`src/rtl/fifo_pkg.sv`:
```
// Shared definitions for the async FIFO read and write controllers.
//   bin2gray / gray2bin : pointer code conversion, width passed as an argument so one
//                         definition serves every pointer width up to PtrMaxW bits.
//   out_state_e         : read-side output stage state (IDLE = empty, HOLD = word held).
package fifo_pkg;

    localparam int unsigned PtrMaxW = 32;

    typedef enum logic {
        IDLE,
        HOLD
    } out_state_e;

    // All-ones mask covering the low 'width' bits.
    function automatic logic [PtrMaxW-1:0] width_mask(input int unsigned width);
        if (width >= PtrMaxW) begin
            return '1;
        end
        return (PtrMaxW'(1) << width) - PtrMaxW'(1);
    endfunction

    function automatic logic [PtrMaxW-1:0] bin2gray(input logic [PtrMaxW-1:0] bin,
                                                    input int unsigned        width);
        logic [PtrMaxW-1:0] b;
        b = bin & width_mask(width);
        return b ^ (b >> 1);
    endfunction

    // Each binary bit is the XOR of all Gray bits at or above it.
    function automatic logic [PtrMaxW-1:0] gray2bin(input logic [PtrMaxW-1:0] gray,
                                                    input int unsigned        width);
        logic [PtrMaxW-1:0] g;
        logic [PtrMaxW-1:0] b;
        g = gray & width_mask(width);
        b = g;
        for (int unsigned i = 1; i < width; i++) begin
            b = b ^ (g >> i);
        end
        return b;
    endfunction

endpackage

```
`src/rtl/fifo_rd_ctrl.sv`:
```
// Read-side controller of the async FIFO.
// Owns the read pointer, addresses the RAM's combinational read port and presents the
// fetched word on a registered AXI-Stream-style master interface. The read pointer is
// published Gray-coded straight from a flop for synchronisation into the write domain.
//
// Ports:
//   rd_clk           read-domain clock, all logic on its rising edge
//   rd_rst_n         synchronous active-low reset
//   wr_ptr_gray_sync write pointer (Gray), already synchronised into rd_clk
//   rd_ptr_gray      read pointer (Gray), registered
//   ram_rd_addr      RAM read address
//   ram_rd_data      RAM read data, combinational from ram_rd_addr
//   m_tdata          output data, registered
//   m_tvalid         output data valid
//   m_tready         downstream ready
//   ram_empty        no unread words left in the RAM (output register may hold one)
//   rd_count         unread RAM words, registered (only with FIFO_RD_COUNT_EN)
//
// Optional feature macro: FIFO_RD_COUNT_EN adds the rd_count output.
module fifo_rd_ctrl
    import fifo_pkg::*;
#(
    parameter int unsigned DWIDTH = 64,
    parameter int unsigned DEPTH  = 16,
    localparam int unsigned AW    = $clog2(DEPTH),
    localparam int unsigned PW    = AW + 1
) (
    input  logic              rd_clk,
    input  logic              rd_rst_n,
    input  logic [AW:0]       wr_ptr_gray_sync,
    output logic [AW:0]       rd_ptr_gray,
    output logic [AW-1:0]     ram_rd_addr,
    input  logic [DWIDTH-1:0] ram_rd_data,
    output logic [DWIDTH-1:0] m_tdata,
    output logic              m_tvalid,
    input  logic              m_tready,
    output logic              ram_empty
`ifdef FIFO_RD_COUNT_EN
    ,
    output logic [AW:0]       rd_count
`endif
);

    out_state_e        state_q, state_d;
    logic [AW:0]       rd_ptr_bin_q, rd_ptr_bin_d;
    logic [AW:0]       rd_ptr_gray_q, rd_ptr_gray_d;
    logic [DWIDTH-1:0] tdata_q, tdata_d;
    logic [AW:0]       wr_ptr_bin;
    logic [AW:0]       rd_ptr_bin_inc;
    logic              fetch;

    assign wr_ptr_bin     = PW'(gray2bin(PtrMaxW'(wr_ptr_gray_sync), PW));
    // Full-width compare: equal low bits with differing MSB means full, not empty.
    assign ram_empty      = (rd_ptr_bin_q == wr_ptr_bin);
    assign ram_rd_addr    = rd_ptr_bin_q[AW-1:0];
    assign rd_ptr_bin_inc = rd_ptr_bin_q + PW'(1);

    // A word is fetched whenever one is available and the output register is free or
    // being emptied this cycle, giving back-to-back throughput.
    assign fetch = !ram_empty && ((state_q == IDLE) || m_tready);

    always_comb begin
        state_d       = state_q;
        rd_ptr_bin_d  = rd_ptr_bin_q;
        rd_ptr_gray_d = rd_ptr_gray_q;
        tdata_d       = tdata_q;
        if (fetch) begin
            state_d       = HOLD;
            tdata_d       = ram_rd_data;
            rd_ptr_bin_d  = rd_ptr_bin_inc;
            rd_ptr_gray_d = PW'(bin2gray(PtrMaxW'(rd_ptr_bin_inc), PW));
        end else if ((state_q == HOLD) && m_tready) begin
            // Last word accepted with nothing behind it; data register keeps its value.
            state_d = IDLE;
        end
    end

    always_ff @(posedge rd_clk) begin
        if (!rd_rst_n) begin
            state_q       <= IDLE;
            rd_ptr_bin_q  <= '0;
            rd_ptr_gray_q <= '0;
            tdata_q       <= '0;
        end else begin
            state_q       <= state_d;
            rd_ptr_bin_q  <= rd_ptr_bin_d;
            rd_ptr_gray_q <= rd_ptr_gray_d;
            tdata_q       <= tdata_d;
        end
    end

    assign m_tvalid    = (state_q == HOLD);
    assign m_tdata     = tdata_q;
    assign rd_ptr_gray = rd_ptr_gray_q;

`ifdef FIFO_RD_COUNT_EN
    logic [AW:0] rd_count_q;

    // Modulo subtraction yields 0..DEPTH; sampled from current pointers, so one cycle stale.
    always_ff @(posedge rd_clk) begin
        if (!rd_rst_n) begin
            rd_count_q <= '0;
        end else begin
            rd_count_q <= wr_ptr_bin - rd_ptr_bin_q;
        end
    end

    assign rd_count = rd_count_q;
`endif

endmodule
```
`config.mk`:
```
export PLATFORM = sky130hd
export DESIGN_NAME = fifo_rd_ctrl
export DESIGN_NICKNAME = d
export VERILOG_FILES = /design/src/rtl/fifo_pkg.sv /design/src/rtl/fifo_rd_ctrl.sv
export SDC_FILE = /design/constraint.sdc
export NUM_CORES = 1
export LEC_CHECK = 0
export CORE_MARGIN = 2
export CORE_UTILIZATION = 35
export CTS_CLUSTER_DIAMETER = 150
export DETAILED_ROUTE_END_ITERATION = 12
export DONT_BUFFER_PORTS = 1
export SLEW_MARGIN = 20
export SYNTH_ARGS = -nofsm -noshare
export SYNTH_HDL_FRONTEND = slang
export SYNTH_SLANG_ARGS = --single-unit
```
`constraint.sdc`:
```
create_clock -name rd_clk -period 5.1 [get_ports rd_clk]
set_clock_uncertainty 0.2 [all_clocks]
set_input_delay 1.02 -clock rd_clk [delete_from_list [all_inputs] [get_ports rd_clk]]
set_output_delay 1.02 -clock rd_clk [all_outputs]
set_load 0.02 [all_outputs]
```
# Word level (Yosys, flattened, before mapping)
# Index checks and enable logic that the tools add are counted.
[word_totals]
elab_cells = 19
out_inout_bits = 75
input_bits = 72
reg_bits = 75
[op_classes]
reduce_logical = 5
muxes = 2
n_bitwise = 6
eq_ne = 1
n_addsub = 1
[ops]
columns = ["op", "n"]
rows = [
  ["$xor A5 B4 Y5", 2],
  ["$add A5 B1 Y5 const B", 1],
  ["$eq A5 B5 Y1", 1],
  ["$xor A5 B1 Y5", 1],
  ["$xor A5 B2 Y5", 1],
  ["$xor A5 B3 Y5", 1],
  ["$logic_and A1 B1 Y1", 2],
  ["$mux W1", 2],
  ["$reduce_bool A2 Y1", 1],
  ["$logic_not A1 Y1", 1],
  ["$logic_or A1 B1 Y1", 1],
  ["$not A1 Y1", 1],
]

# Depth between registers and ports, before layout
[depth]
word_depth = 8
mapped_depth = 8
mapped_depth_nobuf = 6

# Worst setup path after synthesis
# No wires, ideal clock.
[synth_path]
kind = "input to output"
from = "in wr_ptr_gray_sync[3]"
to = "out ram_empty"
t_arrival_ns = 2.186
required_ns = 3.880
path_buffers = 0
setup_slack_ns = 1.694
path_stages = 4
cell_sequence = "xnor2_1 > xnor2_2 > mux2_2 > nor2_1"
[synth_via]
elab_chain_cells = 5
[synth_rtl]
columns = ["item", "line", "rtl"]
rows = [
  ["from (decl)", "fifo_rd_ctrl.sv:30", "input logic [AW:0] wr_ptr_gray_sync,"],
  ["$xor A5 B4 Y5", "fifo_pkg.sv:37", "b = b ^ (g >> i);"],
  ["$xor A5 B3 Y5", "fifo_pkg.sv:37", ""],
  ["$xor A5 B2 Y5 (*)", "fifo_pkg.sv:37", ""],
  ["$xor A5 B1 Y5 (*)", "fifo_pkg.sv:37", ""],
  ["$eq A5 B5 Y1 (*)", "fifo_rd_ctrl.sv:54", "assign ram_empty = (rd_ptr_bin_q == wr_ptr_bin);"],
  ["to (decl)", "fifo_rd_ctrl.sv:37", "output logic ram_empty"],
]
# Mark *: on every way between the ends. The rest lies on a longest branch, timed or not.

# Worst setup path after layout
# Ends and elaborated chain as after synthesis.

==> summary.md <==
| Metric | Value |
|---|---|
| Top FF cell, synth | `dfxtp_1` |
| Hold_buf cts | `0` |
| Post-synthesis instance area | `0.003317 mm^2` |
| Critical Path Source Type | `input port` |
| IO Pins | `147` |
| Initial antenna violation count | `0` |
| Post-synthesis adder-cell area fraction | `0.3772%` |
| Post_cts resized | `0` |
| Synth area leader | `dfxtp_1` |
| Fin nets | `428` |
| Worst-path cell with the longest stage delay | `nor2_1` |
| Slew Viols, Final | `0` |
| Setup repair bufs after CTS | `0` |
| PwrDens | `393.0 mW/mm^2` |
| Worst Max-Slew Pin Slew | `1085 ps` |
| Worst min path class | `flop to flop` |
| DR iter-0 viols | `58` |
| Post-DP HPWL | `4530 um` |
| Fmax | `283.9 MHz` |
| Worst-path clk slew | `80 ps` |
| Critical path class | `input port to primary output` |
| Critical Path Stages | `4` |
| Routability Congestion | `0.7616` |
| Clk Latency, worst-skew pair | `330 ps` |
| Worst R2R Path Depth | `6` |
| Placed cells | `455` |
| Core box area | `0.009196 mm^2` |
| Max-slew headroom | `27.69%` |
| Largest net degree at the start of global routing | `149` |
| Synth Area in Compound Gates | `3.961%` |
| Reg2Reg Capture Point | `m_tdata[19]` |
| TritonCTS Buffers | `9` |
| WL/cell | `14.17 um` |
| RSZ-0062 raised after global routing | `no` |
| Top cells by area, synth | `dfxtp_1, mux2i_1, nand2_1` |
| Syn nets | `442` |
| Layout cells sized above 1 | `5.571%` |
| Max IR drop VDD | `0.1408 mV` |
| Critical path cell sequence | `xnor2_1 -> xnor2_2 -> mux2_2 -> nor2_1` |
| DRT Pass-1 Iters | `4` |
| Worst Setup End Kind | `primary output` |
| Mux contribution to synthesized area | `22.37%` |
| Post-Synth XOR/XNOR Area | `2.603%` |
| DR vias | `2382` |
| Cells after synthesis | `369` |
| CP delay by family, top | `simple AND/OR/NAND/NOR gates` |
| Worst r2r src | `rd_ptr_bin_q[2]` |
| Setup violators final | `0` |
| Sequential area share after synthesis | `44.66%` |
| Number of nets with antenna violations after routing | `0` |
| IO Port Bufs | `0` |
| Vias per cell | `5.068` |
| Largest family of logic cells by synthesized area | `multiplexers` |
| # DRC | `0` |
| Clk buf depth | `2` |
| Die X | `101.4 um` |
| Worst Path Buf+Inv | `0` |
| Worst-path fanout max | `5` |
| Max cap viols | `0` |
| Simple-gate share of the synthesized area | `20.03%` |
| Die Y | `101.4 um` |
| Area Overhead vs Synth | `5.847%` |
| H-tree levels | `3` |
| Post-synth top area share | `44.66%` |
| CTS sink count | `74` |
| Reg2Reg Setup Slack | `2090 ps` |
| Synth Register Bits | `74` |
| Root buf cell | `clkbuf_8` |
| Ant diodes | `0` |
| Mapped Avg Cell Area | `8.989 um^2` |
| Leakage Power | `0.001625 uW` |
| Setup TNS | `0 ps` |
| First-pass GRT wire length | `10080 um` |
| Post-synth EDFFs | `0` |
| Total track usage | `12.47%` |
| Placement Rows | `35` |
| Largest stage delay on the critical path | `470 ps` |
| Unique masters post-synth | `37` |
| Vias in the first global route | `2262` |
| Fin crit period | `3522 ps` |
| Starting Density | `36.07%` |
| Final period util | `69.06%` |
| Final Hold Vio Count | `0` |
| CTS tree | `built` |
| Outcome | `complete, no violations` |
| CP Launch Point | `wr_ptr_gray_sync[3]` |
| Post-Layout Cell Count | `470` |
| Synth cell count leaders | `nand2_1, dfxtp_1, mux2i_1, clkbuf_1, xnor2_1` |
| CP endpoint | `ram_empty` |
| Total Wirelength | `6661 um` |
| Grt total ovfl | `0` |
| Worst Path Required | `3880 ps` |
| Asr flop ratio synth | `0%` |
| Dominant cell by count in the synthesized netlist | `nand2_1` |
| Die area | `0.01027 mm^2` |
| Fillers | `901` |
| Critical path data arrival time | `2300 ps` |
| Synth warn | `0` |
final cells by class:
class / instances / area (um^2) / share of cell area (%)
Clock buffer: 10 / 127.6 / 3.635
Clock inverter: 5 / 103.9 / 2.958
Inverter: 2 / 7.507 / 0.2138
Multi-Input combinational cell: 267 / 1644 / 46.83
Sequential cell: 74 / 1481 / 42.20
Tap cell: 111 / 138.9 / 3.956
Timing Repair Buffer: 1 / 7.507 / 0.2138
tightest hold or removal path: stages, from the launching register on:
cell,delay (ps)
dfxtp_1,380
nand2_1,80
mux2i_1,50
placed cells by master, fill, tap and decap left out, drive strengths merged, types with 2 or more instances in the layout:
master	netlist	layout
a21oi	2	2
mux2i	73	73
o211ai	4	4
inv	2	2
nor3	2	2
nand2b	4	4
clkinv	0	2
xnor2	8	8
bufinv	0	3
nor2b	3	3
nand4	2	2
clkbuf	18	10
o21ai	5	5
nand2	144	144
a21boi	2	2
dfxtp	74	74
nor2	4	4
worst min path at each step:
stage | startpoint | end | slack [ps] | depth (start not counted)
finish | m_tdata[53] | m_tdata[53] | 360 | 2
global route | m_tdata[58] | m_tdata[58] | 380 | 2
CTS | m_tdata[47] | m_tdata[47] | 360 | 2
detailed placement | m_tdata[29] | m_tdata[29] | 350 | 2
global placement | m_tdata[59] | m_tdata[59] | 340 | 2
floorplan | m_tdata[0] | m_tdata[0] | 330 | 2
metal layers:
metal | wire (um) | part of all wire (%) | GRT usage [%]
met5 | 0 | 0 | 0
met4 | 82 | 1.2 | 4.366
met3 | 770 | 12 | 7.315
met2 | 2998 | 45 | 20.68
met1 | 2809 | 42 | 13.20
registers in the layout, summed over array words and instances, names as in the netlist:
| name | cells |
|---|---|
| m_tvalid | 1 |
| rd_ptr_bin_q | 5 |
| m_tdata | 64 |
| rd_ptr_gray | 4 |
where the power goes:
group	switching, uW	leakage [uW]	internal [uW]
Sequential	91.6	0.000613	625
Combinational	68.2	0.000896	66.4
Clock	206	0.000116	323
per-stage QoR:
stage	total power [uW]	area, um^2	utilization [%]	hold slack, ps	worst slack, ps
after floorplan	864.2	3317	-	333.2	1694
after global placement	859.6	3279	35.66	342.8	1564
after detailed placement	866.9	3279	35.66	350.0	1571
after CTS	1405	3511	38.18	361.7	1573
after global routing	1453	3511	38.18	375.7	1434
final	1380	3511	38.18	360.8	1578
logic make-up after synthesis:
| family | count (synthesis) |
|---|---|
| AND/OR/NAND/NOR | 165 |
| multiplexers | 74 |
| flip-flops | 74 |
| buffers and inverters | 28 |
| AO/OA/AOI/OAI | 18 |
| XOR/XNOR | 9 |
| adder cells (fa/ha/maj) | 1 |
Note: power is estimated with default switching activity, not from simulation.
